## config.mk

```make
export PLATFORM = sky130hd
export DESIGN_NAME = elevator_car_ctrl
export DESIGN_NICKNAME = d
export VERILOG_FILES = /design/src/rtl/elevator_car_ctrl.sv
export SDC_FILE = /design/constraint.sdc
export NUM_CORES = 1
export LEC_CHECK = 0
export ABC_CLOCK_PERIOD_IN_PS = 2500
export CORE_ASPECT_RATIO = 1.5
export CORE_MARGIN = 2
export CORE_UTILIZATION = 50
export CTS_BUF_LIST = sky130_fd_sc_hd__clkbuf_4
export CTS_CLUSTER_DIAMETER = 40
export DETAILED_ROUTE_END_ITERATION = 8
export GPL_ROUTABILITY_DRIVEN = 0
export PLACE_DENSITY_LB_ADDON = 0.15
export RECOVER_POWER = 100
export SETUP_SLACK_MARGIN = 0.02
export SLEW_MARGIN = 20
export SYNTH_ARGS = -nofsm -noshare
export SYNTH_HDL_FRONTEND = slang
export SYNTH_SLANG_ARGS = --single-unit
```

## constraint.sdc

```tcl
create_clock -name clk -period 2.5 [get_ports clk]
set_input_delay 0.5 -clock clk [delete_from_list [all_inputs] [get_ports clk]]
set_output_delay 0.5 -clock clk [all_outputs]
set_load 0.005 [all_outputs]
```

## src/rtl/elevator_car_ctrl.sv

```systemverilog
// rtl/elevator_car_ctrl.sv - three-floor elevator car controller (SCAN direction, travel and door timing)
//
// Purpose: takes the latched floor requests from the button block, picks a
// travel direction, times each one-floor step and the door dwell, and reports
// the car position back so the button block can clear served requests.
//
// Ports:
//   clk          in   system clock, rising edge
//   rst_n        in   asynchronous active-low reset
//   req1..req3   in   pending requests for floor codes 0..2 (level)
//   floor        out  current floor code (0..2)
//   move_handler out  high while travelling
//   dir_up       out  current/last travel direction, 1 = up
//   door_open    out  high while the door is open
module elevator_car_ctrl #(
    parameter int TRAVEL_TICKS = 50000000,
    parameter int DOOR_TICKS   = 100000000,
    parameter int CNT_W        = 27
) (
    input  logic       clk,
    input  logic       rst_n,
    input  logic       req1,
    input  logic       req2,
    input  logic       req3,
    output logic [1:0] floor,
    output logic       move_handler,
    output logic       dir_up,
    output logic       door_open
);

    typedef enum logic [1:0] {
        S_IDLE = 2'b00,
        S_MOVE = 2'b01,
        S_DOOR = 2'b10
    } state_t;

    localparam logic [CNT_W-1:0] L_TRAVEL_LAST = CNT_W'(TRAVEL_TICKS - 1);
    localparam logic [CNT_W-1:0] L_DOOR_LAST   = CNT_W'(DOOR_TICKS - 1);

    state_t           r_state, w_nxt_state;
    logic [1:0]       r_floor, w_nxt_floor;
    logic             r_dir_up, w_nxt_dir_up;
    logic [CNT_W-1:0] r_cnt, w_nxt_cnt;

    logic [2:0] w_req;
    logic       w_above, w_below, w_here;
    logic [1:0] w_nf;
    logic       w_nf_here, w_nf_beyond;

    assign w_req = {req3, req2, req1};

    // Request position relative to the current floor.
    always_comb begin
        w_above = 1'b0;
        w_below = 1'b0;
        w_here  = 1'b0;
        case (r_floor)
            2'd0: begin w_above = w_req[1] | w_req[2]; w_here = w_req[0]; end
            2'd1: begin w_above = w_req[2]; w_below = w_req[0]; w_here = w_req[1]; end
            2'd2: begin w_below = w_req[0] | w_req[1]; w_here = w_req[2]; end
            default: ;
        endcase
    end

    // Floor reached at the end of the current step, and whether the
    // request set justifies continuing past it in the same direction.
    // Only the middle floor can have anything beyond it.
    assign w_nf = r_dir_up ? (r_floor + 2'd1) : (r_floor - 2'd1);

    always_comb begin
        w_nf_here   = 1'b0;
        w_nf_beyond = 1'b0;
        case (w_nf)
            2'd0: w_nf_here = w_req[0];
            2'd1: begin
                w_nf_here   = w_req[1];
                w_nf_beyond = r_dir_up ? w_req[2] : w_req[0];
            end
            2'd2: w_nf_here = w_req[2];
            default: ;
        endcase
    end

    always_comb begin
        w_nxt_state  = r_state;
        w_nxt_floor  = r_floor;
        w_nxt_dir_up = r_dir_up;
        w_nxt_cnt    = r_cnt;
        case (r_state)
            S_IDLE: begin
                w_nxt_cnt = '0;
                if (w_here) begin
                    w_nxt_state = S_DOOR;
                end else if (r_dir_up) begin
                    if (w_above) begin
                        w_nxt_state = S_MOVE;
                    end else if (w_below) begin
                        w_nxt_state  = S_MOVE;
                        w_nxt_dir_up = 1'b0;
                    end
                end else begin
                    if (w_below) begin
                        w_nxt_state = S_MOVE;
                    end else if (w_above) begin
                        w_nxt_state  = S_MOVE;
                        w_nxt_dir_up = 1'b1;
                    end
                end
            end
            S_MOVE: begin
                if (r_cnt == L_TRAVEL_LAST) begin
                    w_nxt_cnt   = '0;
                    w_nxt_floor = w_nf;
                    if (w_nf_here) begin
                        w_nxt_state = S_DOOR;
                    end else if (w_nf_beyond) begin
                        w_nxt_state = S_MOVE;
                    end else begin
                        w_nxt_state = S_IDLE;
                    end
                end else begin
                    w_nxt_cnt = r_cnt + 1'b1;
                end
            end
            S_DOOR: begin
                if (r_cnt == L_DOOR_LAST) begin
                    w_nxt_cnt   = '0;
                    w_nxt_state = S_IDLE;
                end else begin
                    w_nxt_cnt = r_cnt + 1'b1;
                end
            end
            default: begin
                w_nxt_state = S_IDLE;
                w_nxt_cnt   = '0;
            end
        endcase
    end

    always_ff @(posedge clk or negedge rst_n) begin
        if (!rst_n) begin
            r_state  <= S_IDLE;
            r_floor  <= 2'd0;
            r_dir_up <= 1'b1;
            r_cnt    <= '0;
        end else begin
            r_state  <= w_nxt_state;
            r_floor  <= w_nxt_floor;
            r_dir_up <= w_nxt_dir_up;
            r_cnt    <= w_nxt_cnt;
        end
    end

    assign floor        = r_floor;
    assign dir_up       = r_dir_up;
    assign move_handler = (r_state == S_MOVE);
    assign door_open    = (r_state == S_DOOR);

endmodule

```

==> impl_metrics.toml <==
[status]
outcome = "finished clean"

[cells_and_area]
area_growth_pct = 12.5
seq_area_sq_um = 802
drive_above_1_share_pct = 7.18
nets = 221
fillerInstances = 323
post-route-util_pct = 59.3
multi_input_area_sq_um = 962
insertedDiodeCount = 0

[worst_setup_path]
worst_setup_path_end_kind = "flip-flop"
arrival_ns = 2.53
cp-start-kind = "flip-flop"
worstSetupStartpoint = "r_cnt[8]"
rr_startpoint = "r_cnt[8]"
cp_max_fo = 7
required_ns = 2.73
worstSetupPathType = "flip-flop to flip-flop"

[synth]
ys_seq_area_share_pct = 44.1
yosysTopAreaCellShare_pct = 42.7
ys_warn_count = 0
synth_area_sq_um = 1820
yosysMostFrequentCell = "nor2_1"
synth_flop_cell = "dfrtp_1"
synth_area_leader_cell = "dfrtp_1"
syn-num-nets = 202
synth_area_leaders = "dfrtp_1 (43%), xor2_1 (9.2%), nor2_1 (7.2%)"
postSynthAreaPerCell_sq_um = 9.61
synthTopCellsByCount = "nor2_1 (35), dfrtp_1 (31), xor2_1 (19)"
yosysUniqueCellTypes = 43
synth_edf_count = 0
ys_seq_elements = 32
async_flop_share_pct = 100
syn-instance-count = 189

[hold_path]
min-delay-start = "r_cnt[0]"
min_path_type = "flip-flop to flip-flop"

[route]
routed_wl_microns = 3830
drtAntennaViolNets = 0
drc_errors = 0
via_count = 1409
drtIter0Drc = 36
via_per_inst = 5.61
firstDrtPassIters = 4
wl_per_cell_microns = 15.3

[pwr]
max-vdd-ir-drop_uv = 452
power_density_nw_per_um2 = 645
leakagePower_nw = 0.840

[sta]
rsz0062_at_grt = "false"
hold_viol_final = 0
setup_tns_ns = 0
skew_ns = 0.0175
finalCritPeriodShare_pct = 92.2
fin_crit_ns = 2.31
slew_headroom_pct = 47.0
slew_viol_final = 0
setup_viol = 0
tightestPinTransition_ns = 0.796
fmax_mhz = 434

[floorplan]
num_rows = 26
fp.dieH_microns = 77.8
start_util_pct = 52.7
core_sq_um = 3450
ios = 10
die_area_sq_um = 4140
dieWidth_microns = 53.2

[clock_tree]
h-tree-depth = 2
cts-root-buf = "clkbuf_4"
clk_pin_slew_ns = 0.11
postCtsHoldBufs = 0
insertion_delay_ns = 0.34
ctsResizeCount = 0
clk_path_buf_depth = 2
clock_sinks = 32
postCtsSetupRepairBufs = 0
cts_tree = "done"
numCtsBuffers = 5

[placement]
dp_hpwl_microns = 2870
portBuffers = 9

[global_routing]
grt_max_degree = 33
first_global_vias = 1471
grtUsageTotal_pct = 21.6
grt_antenna_before_repair = 0
grt_pass1_wl_microns = 6550
grt_overflow = 0

[job]
drv_cap = 0
metrics by stage:
stage	hold slack, ns	cell area, sq um	power (mW)	setup WS, ns	std cells
2_1_floorplan	0.204	1820	0.862	0.433	189
3_3_place_gp	0.467	1970	0.947	0.284	243
3_5_place_dp	0.489	1970	0.969	0.143	243
4_1_cts	0.502	2050	1.35	0.212	251
5_1_grt	0.536	2040	1.40	0.0242	251
6_report	0.499	2040	1.32	0.194	251
cells in the final DEF, fill, tap and decap left out, types with 2 or more instances in the layout:
| cell type | count |
|---|---|
| dlygate4sd3_1 | 5 |
| xor2_1 | 19 |
| nand4b_1 | 2 |
| nand4_1 | 7 |
| nor3_1 | 5 |
| dfrtp_1 | 31 |
| clkinv_1 | 2 |
| nor2_1 | 35 |
| nor4_1 | 2 |
| mux2i_1 | 2 |
| ha_1 | 8 |
| o21ai_0 | 3 |
| inv_1 | 8 |
| xnor2_1 | 8 |
| nand2_1 | 11 |
| buf_4 | 3 |
| nand3_1 | 18 |
| clkbuf_4 | 5 |
| clkdlybuf4s50_1 | 4 |
final cells by class:
| cell class | instances | share of cell area [%] |
|---|---|---|
| clock buffers | 5 | 1.84 |
| inverters | 8 | 1.47 |
| flip-flops and latches | 32 | 39.3 |
| repair buffers | 14 | 5.94 |
| multi-input cells | 147 | 47.1 |
| clock inverters | 3 | 1.84 |
| well taps | 42 | 2.57 |
state kept, by name, indices dropped and copies added (netlist names):
signal	count
dir_up	1
floor	2
r_state	2
r_cnt	27
where the power goes:
| part | total [mW] | switching, mW | leakage, nW | internal (mW) |
|---|---|---|---|---|
| combinational | 0.374 | 0.234 | 0.362 | 0.140 |
| clock | 0.381 | 0.177 | 0.0403 | 0.204 |
| sequential | 0.564 | 0.0204 | 0.438 | 0.543 |
| total | 1.32 | 0.431 | 0.840 | 0.887 |
cell families after synthesis:
kind of cell	after synthesis	synth area share, %
AND/OR/NAND/NOR	93	25.6
flip-flops	32	44.1
XOR/XNOR	27	13.0
AO/OA/AOI/OAI	16	7.09
buffers and inverters	10	2.89
adder cells (fa/ha/maj)	8	5.51
multiplexers	3	1.72
critical path, stage by stage, from the launching register on:
cell and delay, ns:
dfrtp_1 0.45, or4_1 0.58, or2_0 0.25, o31a_1 0.37, o21ai_4 0.18, clkbuf_1 0.26
nor2_1 0.10
path summary, 6_finish.rpt:
| kind | endpoint | slack (ns) | cells after the start |
|---|---|---|---|
| worst min-delay path | r_cnt[0] | 0.50 | 1 |
| worst max-delay path | r_cnt[8] | 0.19 | 6 |
| max in group asynchronous | r_cnt[3] | 1.22 | 2 |
| min in group asynchronous | floor[0] | 0.77 | 2 |
| worst max register to register | r_cnt[8] | 0.19 | 6 |
| worst min register to register | r_cnt[0] | 0.50 | 1 |
layer usage:
metal	track usage (%)	routed length (microns)
met5	0	0
met4	8.72	71
met3	5.38	121
met2	37.5	2050
met1	24.0	1580
No activity file was read; power rests on OpenSTA's default activity.
